[config.mk]
export PLATFORM = sky130hd
export DESIGN_NAME = pwm_led_bank
export DESIGN_NICKNAME = d
export VERILOG_FILES = /design/src/rtl/pwm_led_pkg.sv /design/src/rtl/pwm_channel.sv /design/src/rtl/pwm_led_bank.sv
export SDC_FILE = /design/constraint.sdc
export NUM_CORES = 1
export LEC_CHECK = 0
export BUFFER_PORTS_ARGS = -buffer_cell sky130_fd_sc_hd__buf_2
export CAP_MARGIN = 10
export CORE_AREA = 5 5 161 163
export DETAILED_ROUTE_END_ITERATION = 12
export DIE_AREA = 0 0 166 168
export SYNTH_ARGS = -nofsm -noshare
export SYNTH_HDL_FRONTEND = slang
export SYNTH_SLANG_ARGS = --single-unit
[constraint.sdc]
create_clock -name clk -period 7.2 [get_ports clk]
set_input_delay 1.08 -clock clk [delete_from_list [all_inputs] [get_ports clk]]
set_output_delay 1.08 -clock clk [all_outputs]
set_load 0.02 [all_outputs]
[src/rtl/pwm_led_pkg.sv]
`default_nettype none
// ============================================================================
// Module   : pwm_led_pkg
// Brief    : Register map, CTRL bit positions and ramp direction for the PWM LED bank.
// Revision : 1.0
// ============================================================================
package pwm_led_pkg;

    localparam logic [5:0] c_ADDR_PRESCALE = 6'd0;
    localparam logic [5:0] c_ADDR_STATUS   = 6'd1;
    localparam logic [5:0] c_ADDR_CH_BASE  = 6'd2;

    localparam int c_CTRL_W       = 3;
    localparam int c_CTRL_EN      = 0;
    localparam int c_CTRL_BREATHE = 1;
    localparam int c_CTRL_INV     = 2;

    typedef enum logic [0:0] {
        RAMP_UP   = 1'b0,
        RAMP_DOWN = 1'b1
    } ramp_dir_t;

    // Each channel occupies a DUTY/CTRL word pair after the two global registers.
    function automatic logic [5:0] duty_addr(input int ch);
        return c_ADDR_CH_BASE + 6'(2 * ch);
    endfunction

    function automatic logic [5:0] ctrl_addr(input int ch);
        return c_ADDR_CH_BASE + 6'(2 * ch + 1);
    endfunction

endpackage
`default_nettype wire

[src/rtl/pwm_channel.sv]
`default_nettype none
// ============================================================================
// Module   : pwm_channel
// Brief    : One PWM channel: boundary-latched duty, breathe ramp, compare and output register.
// Revision : 1.0
// ============================================================================
module pwm_channel
    import pwm_led_pkg::*;
#(
    parameter int PWM_W = 8
) (
    input  logic                clk,
    input  logic                reset,
    input  logic                i_boundary,
    input  logic [PWM_W-1:0]    i_per_cnt,
    input  logic [PWM_W-1:0]    i_duty,
    input  logic [c_CTRL_W-1:0] i_ctrl,
    output logic                o_pwm
);

    localparam logic [PWM_W-1:0] c_ONE = {{(PWM_W-1){1'b0}}, 1'b1};

    logic [PWM_W-1:0] r_active;
    logic [PWM_W-1:0] r_ramp;
    ramp_dir_t        r_dir;
    logic             r_pwm;

    logic [PWM_W-1:0] w_ramp_nxt;
    ramp_dir_t        w_dir_nxt;
    logic [PWM_W-1:0] w_level;
    logic             w_raw;

    always_ff @(posedge clk or posedge reset) begin
        if (reset) begin
            r_active <= '0;
            r_ramp   <= '0;
            r_dir    <= RAMP_UP;
            r_pwm    <= 1'b0;
        end else begin
            if (i_boundary) begin
                r_active <= i_duty;
            end
            // Leaving breathe mode re-arms the ramp so the next entry starts at 0 rising.
            if (!i_ctrl[c_CTRL_BREATHE]) begin
                r_ramp <= '0;
                r_dir  <= RAMP_UP;
            end else if (i_boundary) begin
                r_ramp <= w_ramp_nxt;
                r_dir  <= w_dir_nxt;
            end
            r_pwm <= w_raw ^ i_ctrl[c_CTRL_INV];
        end
    end

    always_comb begin
        w_ramp_nxt = r_ramp;
        w_dir_nxt  = r_dir;
        case (r_dir)
            RAMP_UP: begin
                if (r_ramp < i_duty) begin
                    w_ramp_nxt = r_ramp + c_ONE;
                end else begin
                    w_dir_nxt = RAMP_DOWN;
                    if (r_ramp != '0) begin
                        w_ramp_nxt = r_ramp - c_ONE;
                    end
                end
            end
            RAMP_DOWN: begin
                if (r_ramp != '0) begin
                    w_ramp_nxt = r_ramp - c_ONE;
                end else begin
                    w_dir_nxt = RAMP_UP;
                    if (i_duty != '0) begin
                        w_ramp_nxt = c_ONE;
                    end
                end
            end
            default: begin
                w_dir_nxt  = RAMP_UP;
                w_ramp_nxt = '0;
            end
        endcase
    end

    assign w_level = i_ctrl[c_CTRL_BREATHE] ? r_ramp : r_active;
    assign w_raw   = i_ctrl[c_CTRL_EN] && (i_per_cnt < w_level);
    assign o_pwm   = r_pwm;

endmodule
`default_nettype wire

[src/rtl/pwm_led_bank.sv]
`default_nettype none
// ============================================================================
// Module   : pwm_led_bank
// Brief    : Multi-channel LED PWM bank with prescaler, shared period counter and register file.
// Revision : 1.0
// ============================================================================
module pwm_led_bank
    import pwm_led_pkg::*;
#(
    parameter int NUM_CH = 4,
    parameter int PWM_W  = 8,
    parameter int PRE_W  = 16
) (
    input  logic              clk,
    input  logic              reset,
    input  logic              wr_en,
    input  logic [5:0]        wr_addr,
    input  logic [31:0]       wr_data,
    input  logic              rd_en,
    input  logic [5:0]        rd_addr,
    output logic [31:0]       rd_data,
    output logic              rd_valid,
    output logic [NUM_CH-1:0] pwm_out
);

    // The period counter stops one short of all-ones so a full-scale duty stays high.
    localparam logic [PWM_W-1:0] c_PER_MAX = {{(PWM_W-1){1'b1}}, 1'b0};

    logic [PRE_W-1:0]    r_prescale;
    logic [PWM_W-1:0]    r_duty [NUM_CH];
    logic [c_CTRL_W-1:0] r_ctrl [NUM_CH];
    logic                r_status;
    logic [31:0]         r_rd_data;
    logic                r_rd_valid;
    logic [PRE_W-1:0]    r_pre_cnt;
    logic [PWM_W-1:0]    r_per_cnt;

    logic                w_tick;
    logic                w_boundary;
    logic                w_wr_prescale;
    logic                w_rd_status;
    logic [31:0]         w_rd_word;
    logic [NUM_CH-1:0]   w_pwm;
    logic                w_unused;

    assign w_tick        = (r_pre_cnt == r_prescale);
    assign w_boundary    = w_tick && (r_per_cnt == c_PER_MAX);
    assign w_wr_prescale = wr_en && (wr_addr == c_ADDR_PRESCALE);
    assign w_rd_status   = rd_en && (rd_addr == c_ADDR_STATUS);
    assign w_unused      = ^wr_data;

    always_ff @(posedge clk or posedge reset) begin
        if (reset) begin
            r_prescale <= '0;
            for (int i = 0; i < NUM_CH; i++) begin
                r_duty[i] <= '0;
                r_ctrl[i] <= '0;
            end
        end else if (wr_en) begin
            if (wr_addr == c_ADDR_PRESCALE) begin
                r_prescale <= wr_data[PRE_W-1:0];
            end
            for (int i = 0; i < NUM_CH; i++) begin
                if (wr_addr == duty_addr(i)) begin
                    r_duty[i] <= wr_data[PWM_W-1:0];
                end
                if (wr_addr == ctrl_addr(i)) begin
                    r_ctrl[i] <= wr_data[c_CTRL_W-1:0];
                end
            end
        end
    end

    always_ff @(posedge clk or posedge reset) begin
        if (reset) begin
            r_pre_cnt <= '0;
            r_per_cnt <= '0;
        end else begin
            if (w_wr_prescale || w_tick) begin
                r_pre_cnt <= '0;
            end else begin
                r_pre_cnt <= r_pre_cnt + PRE_W'(1);
            end
            if (w_tick) begin
                r_per_cnt <= (r_per_cnt == c_PER_MAX) ? '0 : r_per_cnt + PWM_W'(1);
            end
        end
    end

    // A boundary in the same cycle as a STATUS read wins, so the flag is not lost.
    always_ff @(posedge clk or posedge reset) begin
        if (reset) begin
            r_status <= 1'b0;
        end else if (w_boundary) begin
            r_status <= 1'b1;
        end else if (w_rd_status) begin
            r_status <= 1'b0;
        end
    end

    always_comb begin
        w_rd_word = '0;
        if (rd_addr == c_ADDR_PRESCALE) begin
            w_rd_word[PRE_W-1:0] = r_prescale;
        end else if (rd_addr == c_ADDR_STATUS) begin
            w_rd_word[0] = r_status | w_boundary;
        end else begin
            for (int i = 0; i < NUM_CH; i++) begin
                if (rd_addr == duty_addr(i)) begin
                    w_rd_word[PWM_W-1:0] = r_duty[i];
                end
                if (rd_addr == ctrl_addr(i)) begin
                    w_rd_word[c_CTRL_W-1:0] = r_ctrl[i];
                end
            end
        end
    end

    always_ff @(posedge clk or posedge reset) begin
        if (reset) begin
            r_rd_data  <= '0;
            r_rd_valid <= 1'b0;
        end else begin
            r_rd_valid <= rd_en;
            if (rd_en) begin
                r_rd_data <= w_rd_word;
            end
        end
    end

    generate
        for (genvar g = 0; g < NUM_CH; g++) begin : g_ch
            pwm_channel #(
                .PWM_W (PWM_W)
            ) u_channel (
                .clk        (clk),
                .reset      (reset),
                .i_boundary (w_boundary),
                .i_per_cnt  (r_per_cnt),
                .i_duty     (r_duty[g]),
                .i_ctrl     (r_ctrl[g]),
                .o_pwm      (w_pwm[g])
            );
        end
    endgenerate

    assign rd_data  = r_rd_data;
    assign rd_valid = r_rd_valid;
    assign pwm_out  = w_pwm;

endmodule
`default_nettype wire

==> results.yml, run 1 <==
outcome:
  status: "finished, final reports clean"
logic_synthesis:
  synth_top_area_frac: 0.404
  synth.most_common_cell: "dfrtp_1"
  async_flop_share: 1.00
  post-synth-top-area-cell: "dfrtp_1"
  syn_inst: 1146
  ys_types: 79
  synth_compound_area_frac: 0.165
  synth.area.top_cells: "dfrtp_1 40%, ha_1 8.2%, mux2_2 4.8%"
  yosys.area_share.simple: 0.181
  avgSynthCellArea_um2: 9.41
  muxShareOfSynthArea: 0.0910
  synth.top_cells.by_count: "174 x dfrtp_1, 118 x nand2_1, 91 x o21ai_0"
  netlist_area_um2: 10800
  ys_ff_latch: 174
  synthAdderAreaFrac: 0.0824
  synth_edf_count: 0
  yosysSeqAreaShare: 0.404
  ys.flop_type: "dfrtp_1"
  ys.warnings.count: 0
  synth_top_family_by_area: "simple AND/OR/NAND/NOR gates"
  synth-xor-area-share: 0.0252
power:
  sequentialPowerShare: 0.467
  clkPwrFrac: 0.347
  p_sw_frac: 0.334
  switchingPower_uw: 868
  ir_drop_v: 0.000165
  pwr-share-comb: 0.186
  total_power_uw: 2590
  p_int_uw: 1730
  power.density_nw_per_um2: 220
  leakagePower_uw: 0.00535
cells_and_area:
  nets: 1293
  regArea_um2: 4350
  synthToLayoutAreaGrowth_pct: 9.37
  layoutNonFillerInstCount: 1511
  antenna_cells: 0
  drive_gt1_frac: 0.138
  multi_input_area_um2: 5930
  nFillCells: 2274
floorplan:
  core_area_um2: 24200
  die_y_um: 168
  io-pin-count: 85
  die_x_um: 166
  fp.dieArea_um2: 27900
  start_util: 0.446
  rows: 57
clock_tree:
  clockRootBuffer: "clkbuf_16"
  clockBufferDepth: 2
  clk_latency_ns: 0.44
  cts_resized: 0
  postCtsHoldBufs: 0
  htreeDepth: 4
  tritoncts: "done"
  numCtsBuffers: 17
  path_clk_slew_ns: 0.08
  cts_setup_buffers: 0
  cts_sinks: 174
drt:
  drc: 0
  num_vias: 8567
  detail_route.wl_per_cell_um: 18.5
  ant_nets: 0
  drtIter0Drc: 580
  viasPerCell: 5.67
  drt_pass1_iterations: 5
  wirelength_um: 27900
global_route:
  grt_pass1_vias: 8358
  track_usage: 0.202
  grt_pass1_wl_um: 45700
  grt-ovfl-total: 0
  grt_max_degree: 64
  antenna_found_initial: 1
worst_setup_path:
  arrival_ns: 3.79
  r2r_slack_ns: 3.76
  critPathCaptureType: "flop"
  crit_type: "flop to flop"
  slowest_stage: "dfrtp_1"
  required_ns: 7.55
  worstSetupStartpointType: "flop"
  critical_path.max_stage_delay_ns: 0.61
  cp_max_fo: 63
  crit_chain: "ha_1 -> nand3_1 -> nor3_2 -> nand2b_2 -> buf_4 -> or4_1 -> o32ai_2"
timing:
  fin_ws_ns: 3.76
  fin_skew_ns: 0.0142
  final-setup-viol-count: 0
  drv_slew: 0
  final_hold_viol_count: 0
  rsz0062_at_grt: "false"
  hold-worst-slack_ns: 0.477
  timing.final.crit_share: 0.477
  tightest_slew_ns: 0.976
  fin_crit_ns: 3.44
  slew_headroom: 0.347
  max_freq_ghz: 0.291
  tns_ns: 0
placement:
  portBuffers: 52
  gp_congestion: 0.865
  preCtsSetupSlack_ns: 3.78
  hpwlAfterDp_um: 20200
  place_inst: 1479
min_path:
  hold_path.class: "flop to flop"
run:
  maxCapViolCount: 0
==> final timing paths <==
path                                                 end  cells after the start                     startpoint
max                          g_ch[1].u_channel.r_ramp[2]                      7                   r_per_cnt[1]
min                        g_ch[1].u_channel.r_active[5]                      2  g_ch[1].u_channel.r_active[5]
max reg2reg                  g_ch[1].u_channel.r_ramp[2]                      7                   r_per_cnt[1]
min reg2reg                g_ch[1].u_channel.r_active[5]                      2  g_ch[1].u_channel.r_active[5]
max in group asynchronous        g_ch[0].u_channel.o_pwm                      3                          reset
min in group asynchronous                    rd_data[15]                      2                          reset
==> per-layer routing <==
| metal | global-route usage | wire length (µm) | share of wire | vias up |
|---|---|---|---|---|
| met1 | 0.282 | 13000 | 0.47 | 4164 |
| met2 | 0.329 | 13400 | 0.48 | 161 |
| met5 | 0 | 13 | 0.00047 | - |
| met3 | 0.0354 | 1050 | 0.038 | 29 |
| li1 | - | - | - | 4211 |
| met4 | 0.0534 | 457 | 0.016 | 2 |
==> layout by cell type (no fill, tap or decap), drive strengths merged, types with 7 or more instances in the layout <==
cell type / Yosys / layout
a21boi: 19 / 19
buf: 29 / 59
mux2: 46 / 46
a21oi: 29 / 29
and3: 14 / 14
clkbuf: 36 / 17
dfrtp: 174 / 174
xnor2: 8 / 8
nor3: 31 / 31
a22oi: 11 / 11
a31oi: 14 / 14
nand2: 118 / 118
conb: 1 / 16
o21ai: 112 / 112
mux2i: 44 / 44
or3: 12 / 12
inv: 57 / 67
nand4: 11 / 11
nand3b: 13 / 13
o211ai: 7 / 7
nor2b: 8 / 8
xor2: 23 / 23
nor2: 77 / 77
ha: 71 / 71
nand2b: 9 / 9
nor4: 16 / 16
a211oi: 26 / 26
clkinv: 3 / 7
or4: 13 / 13
nand3: 45 / 45
==> final cells by class <==
cell class / count / area share
tap: 324 / 0.0344
timing repair buffer: 59 / 0.0265
inverter: 60 / 0.0195
clock inverter: 15 / 0.0119
clock buffer: 17 / 0.0361
sequential: 174 / 0.369
multi-input combinational: 862 / 0.503
==> power by group through the flow <==
stage,clock network [µW],logic (µW),registers [µW]
floorplan,0,394,1160
global placement,0,470,1230
detailed placement,0,482,1230
CTS,923,486,1210
global route,964,549,1230
finish,900,483,1210
==> cell families after synthesis <==
| family | after synthesis |
|---|---|
| XOR/XNOR | 31 |
| AND/OR/NAND/NOR | 385 |
| adder cells (fa/ha/maj) | 71 |
| multiplexers | 91 |
| AO/OA/AOI/OAI | 268 |
| other | 1 |
| flip-flops | 174 |
| buffers and inverters | 125 |
==> stage by stage <==
| stage | utilization | area (µm²) |
|---|---|---|
| 2_1_floorplan | - | 10800 |
| 3_3_place_gp | 0.465 | 11200 |
| 3_5_place_dp | 0.465 | 11200 |
| 4_1_cts | 0.488 | 11800 |
| 5_1_grt | 0.488 | 11800 |
| 6_report | 0.488 | 11800 |
==> registers in the layout, summed over array words and instances (netlist names) <==
name and flops:
g_ch.u_channel.o_pwm 4, rd_valid 1, rd_data 16, g_ch.u_channel.r_dir 4, r_ctrl 12, r_pre_cnt 16
g_ch.u_channel.r_active 32, g_ch.u_channel.r_ramp 32, r_status 1, r_prescale 16, r_duty 32, r_per_cnt 8
==> worst max-delay path: cells and delay by family, from the launching register on <==
| family | cells | cell delay [ns] |
|---|---|---|
| buffers and inverters | 1 | 0.47 |
| AND/OR/NAND/NOR | 4 | 1.78 |
| adder cells (fa/ha/maj) | 1 | 0.25 |
| flip-flops | 1 | 0.61 |
| AO/OA/AOI/OAI | 1 | 0.20 |
No activity file was read; power rests on OpenSTA's default activity.
==> run 2, diff against run 1 <==
--- a/config.mk
+++ b/config.mk
@@ -5,11 +5,12 @@
 export SDC_FILE = /design/constraint.sdc
 export NUM_CORES = 1
 export LEC_CHECK = 0
+export ABC_AREA = 1
 export BUFFER_PORTS_ARGS = -buffer_cell sky130_fd_sc_hd__buf_2
 export CAP_MARGIN = 10
-export CORE_AREA = 5 5 161 163
+export CORE_AREA = 5 5 168 170
 export DETAILED_ROUTE_END_ITERATION = 12
-export DIE_AREA = 0 0 166 168
+export DIE_AREA = 0 0 173 175
 export SYNTH_ARGS = -nofsm -noshare
 export SYNTH_HDL_FRONTEND = slang
 export SYNTH_SLANG_ARGS = --single-unit
==> constraint.sdc (replaced) <==
create_clock -name clk -period 3.2 [get_ports clk]
set_input_delay 0.48 -clock clk [delete_from_list [all_inputs] [get_ports clk]]
set_output_delay 0.48 -clock clk [all_outputs]
set_load 0.02 [all_outputs]
==> run 2 against run 1 <==
Synthesized area increased by 8.4%; first-iteration DRC count increased by 48%; non-clock buffer count increased by 4; largest power group is now combinational logic; global-route usage increased by 1.0 points; combinational power increased to 6.9 times the previous value; clock power increased by 130%; utilization decreased by 0.88 points; sequential share of layout area decreased by 2.7 points; sequential power increased by 140%; critical endpoint is now g_ch[3].u_channel.r_ramp[0]; register-to-register slack got worse by 2.9 ns.
==> results.yml, run 2 <==
outcome:
  status: "finished, final reports clean"
timing:
  final-setup-viol-count: 0
  rsz0062_at_grt: "false"
  fin_skew_ns: 0.0121
  timing.final.crit_share: 0.741
  max_freq_ghz: 0.422
  final_hold_viol_count: 0
  fin_ws_ns: 0.829
  drv_slew: 0
  tightest_slew_ns: 0.796
  slew_headroom: 0.469
  tns_ns: 0
  hold-worst-slack_ns: 0.183
  fin_crit_ns: 2.37
drt:
  drtIter0Drc: 856
  drc: 0
  drt_pass1_iterations: 6
  wirelength_um: 32000
  ant_nets: 0
  detail_route.wl_per_cell_um: 16.1
  viasPerCell: 5.29
  num_vias: 10500
worst_setup_path:
  critical_path.max_stage_delay_ns: 0.41
  arrival_ns: 2.74
  crit_chain: "inv_1 -> ha_1 -> nand3_1 -> nor2_4 -> nand3_2 -> buf_4 -> nand2_2 -> inv_1 -> nor2_1 -> nand2_1 -> nand2_1"
  crit_buf_inv: 3
  worstSetupStartpointType: "flop"
  cp_max_fo: 42
  crit_type: "flop to flop"
  critical-path-top-delay-family: "simple AND/OR/NAND/NOR gates"
  critPathCaptureType: "flop"
  required_ns: 3.57
  slowest_stage: "dfrtp_1"
logic_synthesis:
  ys_types: 41
  synth-xor-area-share: 0.0382
  muxShareOfSynthArea: 0.000856
  ys.warnings.count: 0
  synth_top_area_frac: 0.372
  yosys.area_share.simple: 0.318
  ys.flop_type: "dfrtp_1"
  synth.top_cells.by_count: "458 x nand2_1, 174 x dfrtp_1, 164 x inv_1"
  async_flop_share: 1.00
  post-synth-top-area-cell: "dfrtp_1"
  synth_top_family_by_area: "simple AND/OR/NAND/NOR gates"
  syn_inst: 1600
  synth.most_common_cell: "nand2_1"
  synth_edf_count: 0
  ys_ff_latch: 174
  synth_compound_area_frac: 0.103
  yosysSeqAreaShare: 0.372
  synthAdderAreaFrac: 0.0760
  netlist_area_um2: 11700
  synth.area.top_cells: "dfrtp_1 37%, nand2_1 15%, ha_1 7.6%"
  avgSynthCellArea_um2: 7.31
placement:
  hpwlAfterDp_um: 24000
  portBuffers: 52
  preCtsSetupSlack_ns: 0.866
  gp_congestion: 0.892
cells_and_area:
  drive_gt1_frac: 0.0911
  utilization: 0.479
  synthToLayoutAreaGrowth_pct: 8.92
  layout_common_cells: "458 x nand2_1, 174 x dfrtp_1, 163 x inv_1"
  reg.largest.list: "g_ch.u_channel.r_active x32, g_ch.u_channel.r_ramp x32, r_duty x32"
  nets: 1752
  mostFrequentLayoutCell: "nand2_1"
floorplan:
  rows: 60
  fp.dieArea_um2: 30300
  start_util: 0.440
  core_area_um2: 26600
  die_x_um: 173
  die_y_um: 175
  io-pin-count: 85
clock_tree:
  cts_setup_buffers: 0
  clk_latency_ns: 0.43
  tritoncts: "done"
  numCtsBuffers: 17
  cts_sinks: 174
  clockRootBuffer: "clkbuf_16"
  htreeDepth: 4
  path_clk_slew_ns: 0.07
  cts_resized: 0
  postCtsHoldBufs: 0
  clockBufferDepth: 2
power:
  total_power_uw: 8280
  leakagePower_uw: 0.00670
  power.density_nw_per_um2: 650
  ir_drop_v: 0.000352
global_route:
  grt_pass1_vias: 10100
  grt_pass1_wl_um: 52800
  grt_max_degree: 44
  track_usage: 0.212
  grt-ovfl-total: 0
  antenna_found_initial: 6
min_path:
  hold_path.class: "input pin to asynchronous set/reset pin"
run:
  maxCapViolCount: 0
==> run 2: worst paths after layout <==
path | startpoint | endpoint | slack, ns | cells after the start
min in group clk | wr_data[14] | r_prescale[14] | 0.24 | 3
max | r_per_cnt[0] | g_ch[3].u_channel.r_ramp[0] | 0.83 | 11
min | reset | g_ch[0].u_channel.r_ramp[2] | 0.18 | 2
max reg2reg | r_per_cnt[0] | g_ch[3].u_channel.r_ramp[0] | 0.83 | 11
max in group asynchronous | reset | g_ch[3].u_channel.r_ramp[0] | 2.31 | 3
min reg2reg | g_ch[0].u_channel.r_active[6] | g_ch[0].u_channel.r_active[6] | 0.48 | 2
==> run 2: kinds of logic after synthesis <==
group | after synthesis
AND/OR/NAND/NOR | 835
AO/OA/AOI/OAI | 225
multiplexers | 1
flip-flops | 174
XOR/XNOR | 51
adder cells (fa/ha/maj) | 71
other | 1
buffers and inverters | 242
==> run 2: metrics by stage <==
stage                     std cells  area (µm²)
final                          1988       12700
after global routing           1988       12700
after CTS                      1987       12700
after detailed placement       1955       12200
after global placement         1955       12200
after floorplan                1615       11800
==> run 2: power breakdown <==
part | internal, µW | total, µW | leakage, µW | switching, µW
logic | 1170 | 3320 | 0.00411 | 2150
clock network | 1090 | 2040 | 0.000271 | 952
registers | 2470 | 2920 | 0.00233 | 445
total | 4730 | 8280 | 0.00670 | 3550
==> run 2: per-layer routing <==
layer  global-route usage  share of wire  up-vias
li1                     -              -     5252
met1                0.296           0.46     4880
met2                0.342           0.45      330
met3               0.0452          0.067       45
met4               0.0462          0.015       10
met5                    0         0.0013        -
==> run 2: area by class of cell <==
class	count	area [µm²]
Multi-Input combinational cell	1199	6320
Tap cell	341	427
Clock inverter	14	134
Inverter	178	682
Fill cell	2684	13800
Antenna cell	1	2.50
Timing Repair Buffer	63	380
Clock buffer	18	429
Sequential cell	174	4350
==> run 3, diff against run 2 <==
==> constraint.sdc (replaced) <==
create_clock -name clk -period 2.4 [get_ports clk]
set_input_delay 0.36 -clock clk [delete_from_list [all_inputs] [get_ports clk]]
set_output_delay 0.36 -clock clk [all_outputs]
set_load 0.02 [all_outputs]
==> run 3 against run 2 <==
Die area unchanged; register-to-register slack got worse by 0.52 ns; power increased by 35%; global-route usage about the same; first-iteration DRC count decreased by 20%; sequential cell count unchanged; clock power increased by 31%; maximum frequency increased by 13%; sequential share of layout area decreased by 0.56 points; non-clock buffer count increased by 29.
==> results.yml, run 3 (synthesis gave the netlist of run 2 again) <==
clock_tree:
  htreeDepth: 4
  clockBufferDepth: 2
  cts_setup_buffers: 0
  numCtsBuffers: 17
  path_clk_slew_ns: 0.07
  tritoncts: "done"
  clk_latency_ns: 0.43
  cts_resized: 0
  postCtsHoldBufs: 1
  cts_sinks: 174
  clockRootBuffer: "clkbuf_16"
worst_setup_path:
  reg2reg_from: "r_per_cnt[0]"
  cp_max_fo: 66
  critPathCaptureType: "flop"
  critical_path.max_stage_delay_ns: 0.41
  slowest_stage: "dfrtp_1"
  required_ns: 2.72
  crit_type: "flop to flop"
  crit_chain: "inv_1 -> ha_1 -> nand3_1 -> nor2_4 -> nand3_2 -> buf_12 -> nand2_2 -> nand2_4 -> nand2_1 -> nand2_1"
  worst_path_most_repeated_cell: "nand2_1"
  worstSetupStartpointType: "flop"
  r2r_slack_ns: 0.31
  r2r_end: "g_ch[3].u_channel.r_ramp[0]"
  arrival_ns: 2.41
  reg2reg_depth: 10
cells_and_area:
  synthToLayoutAreaGrowth_pct: 10.7
  reg.largest.list: "g_ch.u_channel.r_active x32, g_ch.u_channel.r_ramp x32, r_duty x32"
  nets: 1781
  nFillCells: 2683
  drive_gt1_frac: 0.104
  layout_common_cells: "458 x nand2_1, 174 x dfrtp_1, 163 x inv_1"
  utilization: 0.487
  layoutNonFillerInstCount: 2016
  fin_area_um2: 12900
  mostFrequentLayoutCell: "nand2_1"
drt:
  drc: 0
  viasPerCell: 5.22
  ant_nets: 0
  detail_route.wl_per_cell_um: 15.9
  drt_pass1_iterations: 5
  wirelength_um: 32100
  num_vias: 10500
  drtIter0Drc: 682
placement:
  portBuffers: 52
  place_area_um2: 12400
  place_inst: 1983
  hpwlAfterDp_um: 24100
  gp_congestion: 0.919
outcome:
  status: "finished, final reports clean"
timing:
  timing.final.crit_share: 0.872
  drv_slew: 0
  max_freq_ghz: 0.478
  slew_headroom: 0.551
  fin_skew_ns: 0.0164
  final_hold_viol_count: 0
  final-setup-viol-count: 0
  tns_ns: 0
  rsz0062_at_grt: "false"
  fin_crit_ns: 2.09
  tightest_slew_ns: 0.668
global_route:
  antenna_found_initial: 5
  grt_pass1_vias: 9972
  grt_max_degree: 88
  grt_pass1_wl_um: 52200
  grt-ovfl-total: 0
  track_usage: 0.212
floorplan:
  die_y_um: 175
  io-pin-count: 85
  die_x_um: 173
  fp.dieArea_um2: 30300
  rows: 60
  core_area_um2: 26600
  start_util: 0.440
power:
  switchingPower_uw: 4700
  p_int_uw: 6450
  total_power_uw: 11200
  pwr-share-comb: 0.417
  clkPwrFrac: 0.240
  power.density_nw_per_um2: 862
  leakagePower_uw: 0.00683
  p_sw_frac: 0.422
  ir_drop_v: 0.000435
  sequentialPowerShare: 0.342
run:
  maxCapViolCount: 0
min_path:
  whs_endpoint: "r_prescale[15]"
  hold_depth: 3
  hold_path.class: "input pin to flop"
  hold_start: "wr_data[15]"
## run 3: cell count changes in the layout (fill, tap and decap cells not counted), sizes merged
cell         change
clkinvlp         +2
clkinv           -3
inv              -5
dlygate4sd3      +1
buf             +28
clkbuf           +5
## run 3: metal layers
layer	global-route usage	vias to the layer above	share of wire	wire, µm
met5	0	-	0.0012	40
met4	0.0529	8	0.014	460
met3	0.0402	38	0.053	1690
met2	0.345	235	0.46	14700
met1	0.294	4937	0.47	15100
li1	-	5314	-	-
## run 3: power by group through the flow
stage	combinational (µW)	sequential, µW	clock [µW]
floorplan	3650	3660	0
finish	4660	3820	2680
global route	5350	3880	2870
global placement	4540	3870	0
detailed placement	4620	3870	0
CTS	4650	3820	2750
## run 3: worst max-delay path by stage
stage                                       end         start  depth (start not counted)  slack (ns)
CTS                 g_ch[3].u_channel.r_ramp[0]     r_duty[3]                         12        0.34
global placement    g_ch[3].u_channel.r_ramp[1]  r_per_cnt[0]                         11        0.37
detailed placement                   rd_data[7]    rd_addr[5]                          7        0.34
global route        g_ch[3].u_channel.r_ramp[5]     r_duty[3]                         14        0.07
finish              g_ch[3].u_channel.r_ramp[0]  r_per_cnt[0]                         10        0.31
floorplan               g_ch[0].u_channel.o_pwm         reset                          1       -0.18
## run 3: layout make-up
class                   count  area (µm²)  share of cell area
inverters                 178         682              0.0527
clock buffers              23         468              0.0362
clock inverters             8        85.1             0.00657
flip-flops and latches    174        4350               0.336
multi-input cells        1199        6320               0.489
well taps                 341         427              0.0330
diodes                      1        2.50            0.000193
repair buffers             92         601              0.0464
## run 3: critical path, delay by kind of cell (launching register included)
| kind | cells | cell delay, ns |
|---|---|---|
| adders and majority gates | 1 | 0.16 |
| buffers and inverters | 2 | 0.30 |
| DFF | 1 | 0.41 |
| and+or+nand+nor | 7 | 1.04 |
## run 3: stage by stage
step / worst slack [ns] / hold slack (ns)
detailed placement: 0.339 / 0.301
global placement: 0.366 / 0.300
floorplan: -0.185 / 0.391
CTS: 0.337 / 0.109
global route: 0.0706 / 0.120
finish: 0.307 / 0.124
